[config.mk]
export PLATFORM = sky130hd
export DESIGN_NAME = multicycle_ctrl_fsm_flat
export DESIGN_NICKNAME = d
export VERILOG_FILES = /design/src/rtl/multicycle_ctrl_fsm_if.sv /design/src/rtl/multicycle_ctrl_fsm.sv /design/src/flat_wrapper.sv
export SDC_FILE = /design/constraint.sdc
export NUM_CORES = 1
export LEC_CHECK = 0
export CORE_MARGIN = 8
export CORE_UTILIZATION = 49
export CTS_BUF_LIST = sky130_fd_sc_hd__clkbuf_4 sky130_fd_sc_hd__clkbuf_8
export DETAILED_ROUTE_END_ITERATION = 6
export GPL_TIMING_DRIVEN = 1
export PLACE_DENSITY = 0.88
export SYNTH_ARGS = -nofsm -noshare
export SYNTH_HDL_FRONTEND = slang
export SYNTH_SLANG_ARGS = --single-unit
[constraint.sdc]
create_clock -name clk_i -period 2.2 [get_ports clk_i]
set_input_delay 0.22 -clock clk_i [delete_from_list [all_inputs] [get_ports clk_i]]
set_output_delay 0.22 -clock clk_i [all_outputs]
set_load 0.01 [all_outputs]
[src/rtl/multicycle_ctrl_fsm_if.sv]
// rtl/multicycle_ctrl_fsm_if.sv - control-unit to datapath signal bundle
interface multicycle_ctrl_fsm_if #(
    parameter int OP_W     = 6,
    parameter int ALU_OP_W = 3,
    parameter int CNT_W    = 32
);
    logic [OP_W-1:0]     instr_op_i;
    logic                mem_ready_i;
    logic                pc_write_o;
    logic                pc_write_cond_o;
    logic                branch_ne_o;
    logic                i_or_d_o;
    logic                mem_read_o;
    logic                mem_write_o;
    logic                ir_write_o;
    logic                mem_to_reg_o;
    logic                reg_dst_o;
    logic                reg_write_o;
    logic                alu_src_a_o;
    logic [1:0]          alu_src_b_o;
    logic [ALU_OP_W-1:0] alu_op_o;
    logic [1:0]          pc_source_o;
    logic                illegal_o;
    logic [3:0]          state_o;
    logic [CNT_W-1:0]    instr_cnt_o;

    modport master (
        input  instr_op_i, mem_ready_i,
        output pc_write_o, pc_write_cond_o, branch_ne_o, i_or_d_o, mem_read_o,
               mem_write_o, ir_write_o, mem_to_reg_o, reg_dst_o, reg_write_o,
               alu_src_a_o, alu_src_b_o, alu_op_o, pc_source_o, illegal_o,
               state_o, instr_cnt_o
    );

    modport slave (
        output instr_op_i, mem_ready_i,
        input  pc_write_o, pc_write_cond_o, branch_ne_o, i_or_d_o, mem_read_o,
               mem_write_o, ir_write_o, mem_to_reg_o, reg_dst_o, reg_write_o,
               alu_src_a_o, alu_src_b_o, alu_op_o, pc_source_o, illegal_o,
               state_o, instr_cnt_o
    );
endinterface

[src/rtl/multicycle_ctrl_fsm.sv]
// rtl/multicycle_ctrl_fsm.sv - multi-cycle MIPS control unit FSM with retired-instruction counter
module multicycle_ctrl_fsm #(
    parameter int OP_W     = 6,
    parameter int ALU_OP_W = 3,
    parameter int CNT_W    = 32
) (
    input  logic                   clk_i,
    input  logic                   rst_i,
    multicycle_ctrl_fsm_if.master  bus
);
    typedef enum logic [3:0] {
        FETCH    = 4'd0,
        DECODE   = 4'd1,
        MEM_ADDR = 4'd2,
        MEM_RD   = 4'd3,
        MEM_WB   = 4'd4,
        MEM_WR   = 4'd5,
        R_EXEC   = 4'd6,
        R_WB     = 4'd7,
        BRANCH   = 4'd8,
        I_EXEC   = 4'd9,
        I_WB     = 4'd10,
        JUMP     = 4'd11
    } state_t;

    localparam logic [OP_W-1:0] OP_R    = OP_W'(6'h00);
    localparam logic [OP_W-1:0] OP_J    = OP_W'(6'h02);
    localparam logic [OP_W-1:0] OP_BEQ  = OP_W'(6'h04);
    localparam logic [OP_W-1:0] OP_BNE  = OP_W'(6'h05);
    localparam logic [OP_W-1:0] OP_ADDI = OP_W'(6'h08);
    localparam logic [OP_W-1:0] OP_SLTI = OP_W'(6'h0A);
    localparam logic [OP_W-1:0] OP_LW   = OP_W'(6'h23);
    localparam logic [OP_W-1:0] OP_SW   = OP_W'(6'h2B);

    localparam logic [ALU_OP_W-1:0] ALU_ADD   = ALU_OP_W'(3'b000);
    localparam logic [ALU_OP_W-1:0] ALU_SUB   = ALU_OP_W'(3'b001);
    localparam logic [ALU_OP_W-1:0] ALU_FUNCT = ALU_OP_W'(3'b010);
    localparam logic [ALU_OP_W-1:0] ALU_ADDI  = ALU_OP_W'(3'b101);
    localparam logic [ALU_OP_W-1:0] ALU_SLTI  = ALU_OP_W'(3'b110);

    state_t              state, state_next;
    logic [CNT_W-1:0]    instr_cnt;
    logic                retire;

    logic                pc_write, pc_write_cond, branch_ne, i_or_d;
    logic                mem_read, mem_write, ir_write, mem_to_reg;
    logic                reg_dst, reg_write, alu_src_a, illegal;
    logic [1:0]          alu_src_b, pc_source;
    logic [ALU_OP_W-1:0] alu_op;

    logic [OP_W-1:0]     op;
    logic                ready;

    assign op    = bus.instr_op_i;
    assign ready = bus.mem_ready_i;

    always_ff @(posedge clk_i) begin
        if (rst_i) begin
            state     <= FETCH;
            instr_cnt <= '0;
        end else begin
            state <= state_next;
            if (retire) begin
                instr_cnt <= instr_cnt + CNT_W'(1);
            end
        end
    end

    always_comb begin
        state_next    = FETCH;
        retire        = 1'b0;
        pc_write      = 1'b0;
        pc_write_cond = 1'b0;
        branch_ne     = 1'b0;
        i_or_d        = 1'b0;
        mem_read      = 1'b0;
        mem_write     = 1'b0;
        ir_write      = 1'b0;
        mem_to_reg    = 1'b0;
        reg_dst       = 1'b0;
        reg_write     = 1'b0;
        alu_src_a     = 1'b0;
        alu_src_b     = 2'b00;
        alu_op        = ALU_ADD;
        pc_source     = 2'b00;
        illegal       = 1'b0;

        case (state)
            FETCH: begin
                mem_read   = 1'b1;
                alu_src_b  = 2'b01;
                ir_write   = ready;
                pc_write   = ready;
                state_next = ready ? DECODE : FETCH;
            end
            DECODE: begin
                // Speculatively compute the branch target into ALUOut
                alu_src_b = 2'b11;
                case (op)
                    OP_R:            state_next = R_EXEC;
                    OP_LW, OP_SW:    state_next = MEM_ADDR;
                    OP_BEQ, OP_BNE:  state_next = BRANCH;
                    OP_ADDI, OP_SLTI: state_next = I_EXEC;
                    OP_J:            state_next = JUMP;
                    default: begin
                        illegal    = 1'b1;
                        state_next = FETCH;
                    end
                endcase
            end
            MEM_ADDR: begin
                alu_src_a = 1'b1;
                alu_src_b = 2'b10;
                if (op == OP_LW) begin
                    state_next = MEM_RD;
                end else if (op == OP_SW) begin
                    state_next = MEM_WR;
                end else begin
                    state_next = FETCH;
                end
            end
            MEM_RD: begin
                mem_read   = 1'b1;
                i_or_d     = 1'b1;
                state_next = ready ? MEM_WB : MEM_RD;
            end
            MEM_WB: begin
                reg_write  = 1'b1;
                mem_to_reg = 1'b1;
                retire     = 1'b1;
            end
            MEM_WR: begin
                mem_write = 1'b1;
                i_or_d    = 1'b1;
                if (ready) begin
                    retire = 1'b1;
                end else begin
                    state_next = MEM_WR;
                end
            end
            R_EXEC: begin
                alu_src_a  = 1'b1;
                alu_op     = ALU_FUNCT;
                state_next = R_WB;
            end
            R_WB: begin
                reg_write = 1'b1;
                reg_dst   = 1'b1;
                retire    = 1'b1;
            end
            BRANCH: begin
                alu_src_a     = 1'b1;
                alu_op        = ALU_SUB;
                pc_write_cond = 1'b1;
                pc_source     = 2'b01;
                branch_ne     = (op == OP_BNE);
                retire        = 1'b1;
            end
            I_EXEC: begin
                alu_src_a  = 1'b1;
                alu_src_b  = 2'b10;
                alu_op     = (op == OP_SLTI) ? ALU_SLTI : ALU_ADDI;
                state_next = I_WB;
            end
            I_WB: begin
                reg_write = 1'b1;
                retire    = 1'b1;
            end
            JUMP: begin
                pc_write  = 1'b1;
                pc_source = 2'b10;
                retire    = 1'b1;
            end
            default: state_next = FETCH;
        endcase

        // In reset the datapath sees FETCH selects with every enable and request quiet
        if (rst_i) begin
            pc_write      = 1'b0;
            pc_write_cond = 1'b0;
            branch_ne     = 1'b0;
            i_or_d        = 1'b0;
            mem_read      = 1'b0;
            mem_write     = 1'b0;
            ir_write      = 1'b0;
            mem_to_reg    = 1'b0;
            reg_dst       = 1'b0;
            reg_write     = 1'b0;
            alu_src_a     = 1'b0;
            alu_src_b     = 2'b01;
            alu_op        = ALU_ADD;
            pc_source     = 2'b00;
            illegal       = 1'b0;
        end
    end

    assign bus.pc_write_o      = pc_write;
    assign bus.pc_write_cond_o = pc_write_cond;
    assign bus.branch_ne_o     = branch_ne;
    assign bus.i_or_d_o        = i_or_d;
    assign bus.mem_read_o      = mem_read;
    assign bus.mem_write_o     = mem_write;
    assign bus.ir_write_o      = ir_write;
    assign bus.mem_to_reg_o    = mem_to_reg;
    assign bus.reg_dst_o       = reg_dst;
    assign bus.reg_write_o     = reg_write;
    assign bus.alu_src_a_o     = alu_src_a;
    assign bus.alu_src_b_o     = alu_src_b;
    assign bus.alu_op_o        = alu_op;
    assign bus.pc_source_o     = pc_source;
    assign bus.illegal_o       = illegal;
    assign bus.state_o         = state;
    assign bus.instr_cnt_o     = instr_cnt;
endmodule

[src/flat_wrapper.sv]
// flat-port wrapper written by rule: the top's interface ports become plain ports
module multicycle_ctrl_fsm_flat 
#(
    parameter int OP_W     = 6,
    parameter int ALU_OP_W = 3,
    parameter int CNT_W    = 32
)
  (clk_i, rst_i, bus_instr_op_i, bus_mem_ready_i, bus_pc_write_o, bus_pc_write_cond_o, bus_branch_ne_o, bus_i_or_d_o, bus_mem_read_o, bus_mem_write_o, bus_ir_write_o, bus_mem_to_reg_o, bus_reg_dst_o, bus_reg_write_o, bus_alu_src_a_o, bus_alu_src_b_o, bus_alu_op_o, bus_pc_source_o, bus_illegal_o, bus_state_o, bus_instr_cnt_o);
  multicycle_ctrl_fsm_if #(.OP_W(OP_W), .ALU_OP_W(ALU_OP_W), .CNT_W(CNT_W)) bus_i ();
  input  logic clk_i;
  input  logic rst_i;
  input wire logic [$bits(bus_i.instr_op_i)-1:0] bus_instr_op_i;
  input wire logic [$bits(bus_i.mem_ready_i)-1:0] bus_mem_ready_i;
  output wire logic [$bits(bus_i.pc_write_o)-1:0] bus_pc_write_o;
  output wire logic [$bits(bus_i.pc_write_cond_o)-1:0] bus_pc_write_cond_o;
  output wire logic [$bits(bus_i.branch_ne_o)-1:0] bus_branch_ne_o;
  output wire logic [$bits(bus_i.i_or_d_o)-1:0] bus_i_or_d_o;
  output wire logic [$bits(bus_i.mem_read_o)-1:0] bus_mem_read_o;
  output wire logic [$bits(bus_i.mem_write_o)-1:0] bus_mem_write_o;
  output wire logic [$bits(bus_i.ir_write_o)-1:0] bus_ir_write_o;
  output wire logic [$bits(bus_i.mem_to_reg_o)-1:0] bus_mem_to_reg_o;
  output wire logic [$bits(bus_i.reg_dst_o)-1:0] bus_reg_dst_o;
  output wire logic [$bits(bus_i.reg_write_o)-1:0] bus_reg_write_o;
  output wire logic [$bits(bus_i.alu_src_a_o)-1:0] bus_alu_src_a_o;
  output wire logic [$bits(bus_i.alu_src_b_o)-1:0] bus_alu_src_b_o;
  output wire logic [$bits(bus_i.alu_op_o)-1:0] bus_alu_op_o;
  output wire logic [$bits(bus_i.pc_source_o)-1:0] bus_pc_source_o;
  output wire logic [$bits(bus_i.illegal_o)-1:0] bus_illegal_o;
  output wire logic [$bits(bus_i.state_o)-1:0] bus_state_o;
  output wire logic [$bits(bus_i.instr_cnt_o)-1:0] bus_instr_cnt_o;
  assign bus_i.instr_op_i = bus_instr_op_i;
  assign bus_i.mem_ready_i = bus_mem_ready_i;
  assign bus_pc_write_o = bus_i.pc_write_o;
  assign bus_pc_write_cond_o = bus_i.pc_write_cond_o;
  assign bus_branch_ne_o = bus_i.branch_ne_o;
  assign bus_i_or_d_o = bus_i.i_or_d_o;
  assign bus_mem_read_o = bus_i.mem_read_o;
  assign bus_mem_write_o = bus_i.mem_write_o;
  assign bus_ir_write_o = bus_i.ir_write_o;
  assign bus_mem_to_reg_o = bus_i.mem_to_reg_o;
  assign bus_reg_dst_o = bus_i.reg_dst_o;
  assign bus_reg_write_o = bus_i.reg_write_o;
  assign bus_alu_src_a_o = bus_i.alu_src_a_o;
  assign bus_alu_src_b_o = bus_i.alu_src_b_o;
  assign bus_alu_op_o = bus_i.alu_op_o;
  assign bus_pc_source_o = bus_i.pc_source_o;
  assign bus_illegal_o = bus_i.illegal_o;
  assign bus_state_o = bus_i.state_o;
  assign bus_instr_cnt_o = bus_i.instr_cnt_o;
  multicycle_ctrl_fsm #(.OP_W(OP_W), .ALU_OP_W(ALU_OP_W), .CNT_W(CNT_W)) u_core (.clk_i(clk_i), .rst_i(rst_i), .bus(bus_i));
endmodule
==> metrics.txt, run 1 <==
Post-Synthesis Cells 283; Die Y 83.0 um; Avg Cell Area, Syn 7.78 um2; met1 usage in global routing 20.8%; Flop pwr share 53.3%; end of the critical path bus_alu_op_o[1]; register area share after synthesis 32.7%; Die ar. 6890 um2; H-tree Lvls 2; layout cells sized above 1 14.3%; Top Usage Layer GRT met2; Synth warnings 0; FFs w/ async S/R, synth 0%; met2 usage 30.4%; final cell count without fillers 408; first-pass GRT wire length 11.1 mm; clk root buf clkbuf_8; Clk pin slew, worst setup/hold paths 70 ps; combinational cell fraction of total power 9.2%; post-synth net total 293; P_int 935 uW; met3 Use GR 6.64%; fin crit share 99.7%; reg-to-reg endpoint u_core.bus.instr_cnt_o[29]$_SDFFE_PP0P_; vias in the first global route 2428; Rel. slew slack 50.8%; kind of critical path primary input to primary output; CP startpoint kind primary input; final routed DRC violation total 0; Bufs on Longest Clock Path 2; Min-Delay Path Class register to register; switch share 24.2%; GRT Overall Usage 18.4%; CTS Hold Bufs 0; Initial DRT Pass Iterations 4; Clock Latency Late Sink 290 ps; Worst VDD drop 0.000246 V; Main synth FF type dfxtp_1; hpwl dp 4.72 mm; final hold violations 0; Static Leakage 0.00109 uW; Crit path required time 1980 ps; Synth area leaders dfxtp_1 33%, xnor2_1 10%, nor2_1 7.3%, nor4_1 4.8%, nand2_1 3.8%; initial antenna violation count 0; Clock Sink Count 36; most frequent cells in the layout 59 x clkdlybuf4s50_1, 42 x nor2_1, 33 x dfxtp_1; Crit. End Element primary output; Ports 64; WP data arrival 1970 ps; Clk network pwr share 37.5%; most common cell after layout, fill and taps aside clkdlybuf4s50_1; Core Footprint 4350 um2; total power per unit cell area 394 nW/um2; Die X 83.0 um; final setup vio count 0; R2R cell count 5; drt total wl 6.56 mm; DP Cell Count 401; Final Max Slew Viols 0; crit path launch bus_instr_op_i[0]; Max Cap Violations 0; CTS tree yes; R2R Setup Slk 120 ps; TritonCTS buffer count 5; RSZ-0062 raised after global routing true; Final min period 2190 ps; fmax 456 MHz; WL per Instance 16.1 um; routed via count 2424; drt initial violations 160; total power 1230 uW; switching power total 298 uW; setup TNS 0 ps; EDFF count, synth 0; port bufs 63; Syn-to-layout area delta 42.2%; worst reg2reg path startpoint u_core.bus.instr_cnt_o[5]$_SDFFE_PP0P_; final clock skew 6.00 ps; Starting Density 50.5%; #FFs+latches synth 36; post-synth top area cell dfxtp_1; largest net degree at the start of global routing 34; status completed; Worst Tran Pin Value 735 ps; Crit Path Max Fanout 2; Cell Area, Synth 2200 um2; Final Util 71.9%; post-synth top area share 32.7%; DR vias/cell 5.94; Placer Congestion 0.914; # nets final 366; row count 24; GRT overflow 0; diodes inserted 0; antenna viol nets, final 0; post-synthesis cell type count 48
==> worst min path at each step <==
| stage | from | endpoint | cells after the start |
|---|---|---|---|
| after global routing | u_core.bus.instr_cnt_o[26]$_SDFFE_PP0P_ | u_core.bus.instr_cnt_o[26]$_SDFFE_PP0P_ | 2 |
| after floorplan | bus_instr_op_i[3] | u_core.bus.state_o[1]$_SDFF_PP0_ | 2 |
| final | u_core.bus.instr_cnt_o[26]$_SDFFE_PP0P_ | u_core.bus.instr_cnt_o[26]$_SDFFE_PP0P_ | 2 |
| after global placement | u_core.bus.instr_cnt_o[29]$_SDFFE_PP0P_ | u_core.bus.instr_cnt_o[29]$_SDFFE_PP0P_ | 2 |
| after CTS | u_core.bus.instr_cnt_o[26]$_SDFFE_PP0P_ | u_core.bus.instr_cnt_o[26]$_SDFFE_PP0P_ | 2 |
| after detailed placement | u_core.bus.instr_cnt_o[26]$_SDFFE_PP0P_ | u_core.bus.instr_cnt_o[26]$_SDFFE_PP0P_ | 2 |
==> synth_stat cells, drive strengths merged, types with 2 or more instances <==
master	n
nor2	43
nor4b	5
a21o	2
and2	6
and3	10
dfxtp	36
and2b	2
o31ai	2
nand3	7
or2	5
or4	2
o21ai	11
clkbuf	14
nor3	13
nand2	22
nor4	17
buf	7
a21oi	9
nor2b	5
nand2b	4
and4	4
xnor2	26
nor3b	3
or3	4
nand4	8
==> critical path, stage by stage <==
cell and delay (ps):
clkdlybuf4s50_1 450, nor4_2 320, and3_1 230, a32oi_1 100, nor2_1 100, clkdlybuf4s50_1 550
==> power by group through the flow <==
stage | Clock [uW] | Combinational (uW) | Sequential (uW)
after global placement | 0 | 104 | 670
after floorplan | 0 | 52.5 | 670
after CTS | 463 | 109 | 656
after global routing | 500 | 122 | 657
final | 463 | 114 | 657
after detailed placement | 0 | 106 | 670
==> area by class of cell <==
type	count	area [um2]
well taps	52	65.1
multi-input cells	226	1430
clock buffers	6	76.3
clock inverters	1	5.00
repair buffers	87	828
fillers	330	1220
flip-flops and latches	36	724
==> sequential cells by signal (all words and copies together), names as in the netlist <==
name                    count
u_core.bus.state_o          4
u_core.bus.instr_cnt_o     32
==> kinds of logic (layout without fill, tap and decap cells) <==
logic type               Yosys count  after routing  synth area share, %
buffers and inverters             21             94                 4.26
AND/OR/NAND/NOR                  162            162                 40.2
adder cells (fa/ha/maj)            1              1                0.568
multiplexers                       1              1                0.512
flip-flops                        36             36                 32.7
AO/OA/AOI/OAI                     35             35                 10.9
XOR/XNOR                          27             27                 10.7
==> routing by layer <==
metal / share of wire [%] / wire length, um / vias to the layer above
met5: 0 / 0 / -
met4: 1.9 / 125 / 0
met3: 8.3 / 546 / 16
met2: 48 / 3130 / 116
met1: 42 / 2760 / 1137
li1: - / - / 1155
==> stage by stage <==
| step | hold WS, ps | area (um2) | setup slack [ps] |
|---|---|---|---|
| floorplan | 386 | 2200 | 292 |
| global placement | 479 | 2980 | 19.9 |
| detailed placement | 494 | 2980 | 16.7 |
| CTS | 504 | 3090 | 16.1 |
| global route | 521 | 3130 | -87.7 |
| finish | 509 | 3130 | 5.81 |
==> repair_timing <==
action | in CTS | in global routing
setup buffers | 0 | 0
setup endpoints to repair | 7 | 8
gates resized for setup | 8 | 12
(Power assumes the default switching activity.)
==> inputs of run 2 (changes only) <==
--- a/config.mk
+++ b/config.mk
@@ -11,6 +11,7 @@
 export DETAILED_ROUTE_END_ITERATION = 6
 export GPL_TIMING_DRIVEN = 1
 export PLACE_DENSITY = 0.88
+export REMOVE_ABC_BUFFERS = 1
 export SYNTH_ARGS = -nofsm -noshare
 export SYNTH_HDL_FRONTEND = slang
 export SYNTH_SLANG_ARGS = --single-unit
==> metrics.txt, run 2 (synthesis results as in run 1) <==
status completed; Rel. slew slack 68.8%; GRT Overall Usage 18.6%; Clk network pwr share 37.1%; DP Worst Slack -13.5 ps; WP data arrival 1940 ps; P_int 934 uW; clk root buf clkbuf_8; Clock Latency Late Sink 280 ps; Core Footprint 4350 um2; Final Max Slew Viols 0; fmax 464 MHz; Clock Sink Count 36; kind of critical path primary input to primary output; final setup vio count 0; Crit Path Max Fanout 5; WL per Instance 15.9 um; Die Y 83.0 um; routed via count 2375; Crit. End Element primary output; fin crit share 98.0%; Final Util 72.5%; largest net degree at the start of global routing 32; Ports 64; DP Cell Count 406; FILL cells 333; initial antenna violation count 0; most frequent cells in the layout 57 x clkdlybuf4s50_1, 41 x nor2_1, 33 x dfxtp_1; layout cells sized above 1 15.0%; Syn-to-layout area delta 43.4%; most common cell after layout, fill and taps aside clkdlybuf4s50_1; Flop pwr share 53.5%; first-pass GRT wire length 11.2 mm; Die ar. 6890 um2; DR vias/cell 5.75; Post-CTS Setup Inserts 0; TritonCTS buffer count 5; hpwl dp 4.90 mm; Min-Delay Path Class register to register; Worst Tran Pin Value 465 ps; setup ws final 43.7 ps; RSZ-0062 raised after global routing false; Clk pin slew, worst setup/hold paths 70 ps; H-tree Lvls 2; final cell count without fillers 413; antenna viol nets, final 0; combinational cell fraction of total power 9.4%; switching power total 292 uW; total power per unit cell area 388 nW/um2; drt total wl 6.57 mm; row count 24; final hold violations 0; max FFs per register 32; Crit path required time 1980 ps; Static Leakage 0.00116 uW; Final min period 2160 ps; Bufs on Longest Clock Path 2; final routed DRC violation total 0; CTS tree yes; Max Cap Violations 0; Initial DRT Pass Iterations 5; switch share 23.8%; Starting Density 50.5%; diodes inserted 0; GRT overflow 0; vias in the first global route 2311; Die X 83.0 um; port bufs 63; final clock skew 7.35 ps; # nets final 371; drt initial violations 214; CP startpoint kind primary input; Placer Congestion 0.940; Worst VDD drop 0.000330 V
[run 2: path summary, 6_finish.rpt]
path,from,endpoint,slack [ps],cells past startpoint
max reg2reg,u_core.bus.instr_cnt_o[6]$_SDFFE_PP0P_,u_core.bus.instr_cnt_o[29]$_SDFFE_PP0P_,100,5
min reg2reg,u_core.bus.instr_cnt_o[29]$_SDFFE_PP0P_,u_core.bus.instr_cnt_o[29]$_SDFFE_PP0P_,510,2
max,bus_instr_op_i[0],bus_illegal_o,40,6
min,u_core.bus.instr_cnt_o[29]$_SDFFE_PP0P_,u_core.bus.instr_cnt_o[29]$_SDFFE_PP0P_,510,2
[run 2: metrics by stage]
stage | cell area (um2) | setup TNS (ps) | hold WS [ps] | power, uW
final | 3160 | 0 | 507 | 1230
after global routing | 3160 | 0 | 537 | 1270
after CTS | 3120 | 0 | 509 | 1220
after detailed placement | 3020 | -13.5 | 499 | 780
after global placement | 3020 | 0 | 476 | 777
after floorplan | 2110 | -139 | 289 | 708
[run 2: area by class of cell]
type                       instances  area [um2]  share of cell area [%]
multi-input combinational        226        1420                    45.0
timing repair buffer              92         863                    27.4
sequential                        36         724                    23.0
clock buffer                       6        76.3                    2.42
tap                               52        65.1                    2.06
clock inverter                     1        5.00                   0.159
[run 2: layer usage]
metal / up-vias / wire, um / share of wire, % / GRT usage (%)
li1: 1158 / - / - / -
met1: 1098 / 2900 / 44 / 23.2
met2: 109 / 3110 / 47 / 30.6
met3: 10 / 459 / 7.0 / 3.91
met4: 0 / 98 / 1.5 / 6.55
met5: - / 0 / 0 / 0
[run 2: power by group through the flow]
stage	clock network, uW	registers, uW	logic, uW
6_report	455	656	115
4_1_cts	458	656	111
3_5_place_dp	0	670	109
5_1_grt	496	656	123
3_3_place_gp	0	670	106
2_1_floorplan	0	675	33.8
[run 2: worst max-delay path: stages]
cell,delay (ps)
clkdlybuf4s50_1,470
buf_4,170
nand4b_1,100
nor2_1,100
nor4_1,280
clkdlybuf4s50_1,600
[run 2: what timing repair did]
| action | 4_1_cts | 5_1_grt |
|---|---|---|
| hold buffers | 0 | 0 |
| hold endpoints to repair | 0 | 0 |
| setup endpoints to repair | 6 | 8 |
| resized for setup | 5 | 11 |
==> inputs of run 3 (changes only) <==
--- a/config.mk
+++ b/config.mk
@@ -5,6 +5,7 @@
 export SDC_FILE = /design/constraint.sdc
 export NUM_CORES = 1
 export LEC_CHECK = 0
+export CORE_ASPECT_RATIO = 0.9
 export CORE_MARGIN = 8
 export CORE_UTILIZATION = 49
 export CTS_BUF_LIST = sky130_fd_sc_hd__clkbuf_4 sky130_fd_sc_hd__clkbuf_8
==> constraint.sdc (replaced) <==
create_clock -name clk_i -period 2.2 [get_ports clk_i]
set_input_delay 0.22 -clock clk_i [delete_from_list [all_inputs] [get_ports clk_i]]
set_output_delay 0.22 -clock clk_i [all_outputs]
set_load 0.05 [all_outputs]
==> metrics.txt, run 3 (synthesis results as in run 1) <==
reg-to-reg endpoint u_core.bus.instr_cnt_o[29]$_SDFFE_PP0P_; Syn-to-layout area delta 47.8%; layout cells sized above 1 16.4%; hold_ws 514 ps; Die ar. 6900 um2; Min-Delay Path Class register to register; drt initial violations 118; Die Y 79.6 um; vias in the first global route 2280; Post-DP Area 3170 um2; max FFs per register 32; largest net degree at the start of global routing 27; initial antenna violation count 0; Crit Path Max Fanout 11; WL per Instance 16.1 um; final setup vio count 0; antenna viol nets, final 0; Starting Density 50.3%; Crit path required time 1980 ps; Core Footprint 4370 um2; Clock Latency Late Sink 290 ps; CTS Hold Bufs 0; Final Util 74.4%; register area 722 um2; final clock skew 4.00 ps; # nets final 364; R2R Setup Slk 200 ps; total power per unit cell area 388 nW/um2; Crit. End Element primary output; max incr delay on CP 370 ps; FILL cells 338; fin crit share 93.9%; port bufs 63; Static Leakage 0.00110 uW; final hold violations 0; kind of critical path register to primary output; worst reg2reg path startpoint u_core.bus.instr_cnt_o[5]$_SDFFE_PP0P_; hpwl dp 5.08 mm; crit path launch u_core.bus.state_o[3]$_SDFF_PP0_; crit path max-delay cell type dfxtp_2; most common cell after layout, fill and taps aside clkdlybuf4s50_1; Bufs on Longest Clock Path 2; final cell count without fillers 416; end of the critical path bus_illegal_o; status completed; H-tree Lvls 2; Final Max Slew Viols 0; Clk pin slew, worst setup/hold paths 70 ps; Post-CTS Setup Inserts 0; Initial DRT Pass Iterations 4; GRT Overall Usage 19.9%; Worst Tran Pin Value 704 ps; first-pass GRT wire length 11.1 mm; GRT overflow 0; Max Cap Violations 0; Rel. slew slack 52.9%; clk root buf clkbuf_8; CTS tree yes; Die X 86.6 um; final routed DRC violation total 0; RSZ-0062 raised after global routing false; Placer Congestion 0.900; diodes inserted 0; fin area 3250 um2; DP Worst Slack 50.6 ps; Worst VDD drop 0.000383 V; fmax 484 MHz; row count 23; drt total wl 6.70 mm; TritonCTS buffer count 5; Final min period 2060 ps; R2R cell count 5; Clock Sink Count 36; multi-input logic area 1390 um2; DP Cell Count 409; routed via count 2350; setup ws final 135 ps; CP startpoint kind register; DR vias/cell 5.65; WP data arrival 1840 ps; critical-path cell list buf_4, nor3_1, nand2_1, nor4_1, buf_12; most frequent cells in the layout 44 x clkdlybuf4s50_1, 43 x nor2_1, 35 x dfxtp_1; Ports 64
run 3: cell types whose count changed in the layout (fill, tap and decap cells not counted), moves of 2 or more:
| cell | previous run | this run |
|---|---|---|
| dlymetal6s2s_1 | 6 | 0 |
| buf_4 | 29 | 22 |
| dfxtp_2 | 3 | 1 |
| buf_12 | 0 | 19 |
| dfxtp_1 | 33 | 35 |
| nor2_2 | 2 | 0 |
| nor2_1 | 41 | 43 |
| clkdlybuf4s50_1 | 57 | 44 |
run 3: layout make-up:
class	instances	share of cell area, %
clock inverters	1	0.154
multi-input cells	226	42.6
well taps	62	2.38
repair buffers	85	30.3
flip-flops and latches	36	22.2
clock buffers	6	2.35
run 3: routing by layer:
metal | global-route usage, % | wire, um
met3 | 5.25 | 430
met5 | 0 | 0
met1 | 24.5 | 3040
met2 | 32.9 | 3130
met4 | 6.87 | 97
run 3: report_power, final:
group / switching [uW] / leakage, uW / internal, uW
sequential: 2.29 / 0.000291 / 653
combinational: 84.8 / 0.000769 / 64.1
clock: 232 / 0.0000445 / 228
total: 319 / 0.00110 / 945
run 3: stage by stage:
step	setup TNS (ps)	power, uW
floorplan	-11440	732
global placement	0	818
detailed placement	0	818
CTS	0	1260
global route	0	1310
finish	0	1260
run 3: repair_timing:
action / 4_1_cts / 5_1_grt
endpoints found under the hold margin: 0 / 0
endpoints found under the setup margin: 0 / 3
gates resized for setup: 0 / 1
run 3: critical path: cells and delay by family, from the launching register on:
family,cells,cell delay [ps]
AND/OR/NAND/NOR,3,790
flip-flops,1,370
buffers and inverters,2,390
run 3: worst min-delay path by stage:
stage,startpoint,to,cells after the start
after floorplan,rst_i,u_core.bus.instr_cnt_o[1]$_SDFFE_PP0P_,1
after global placement,u_core.bus.instr_cnt_o[26]$_SDFFE_PP0P_,u_core.bus.instr_cnt_o[26]$_SDFFE_PP0P_,2
after detailed placement,u_core.bus.instr_cnt_o[26]$_SDFFE_PP0P_,u_core.bus.instr_cnt_o[26]$_SDFFE_PP0P_,2
after CTS,u_core.bus.instr_cnt_o[26]$_SDFFE_PP0P_,u_core.bus.instr_cnt_o[26]$_SDFFE_PP0P_,2
after global routing,u_core.bus.instr_cnt_o[26]$_SDFFE_PP0P_,u_core.bus.instr_cnt_o[26]$_SDFFE_PP0P_,2
final,u_core.bus.instr_cnt_o[26]$_SDFFE_PP0P_,u_core.bus.instr_cnt_o[26]$_SDFFE_PP0P_,2
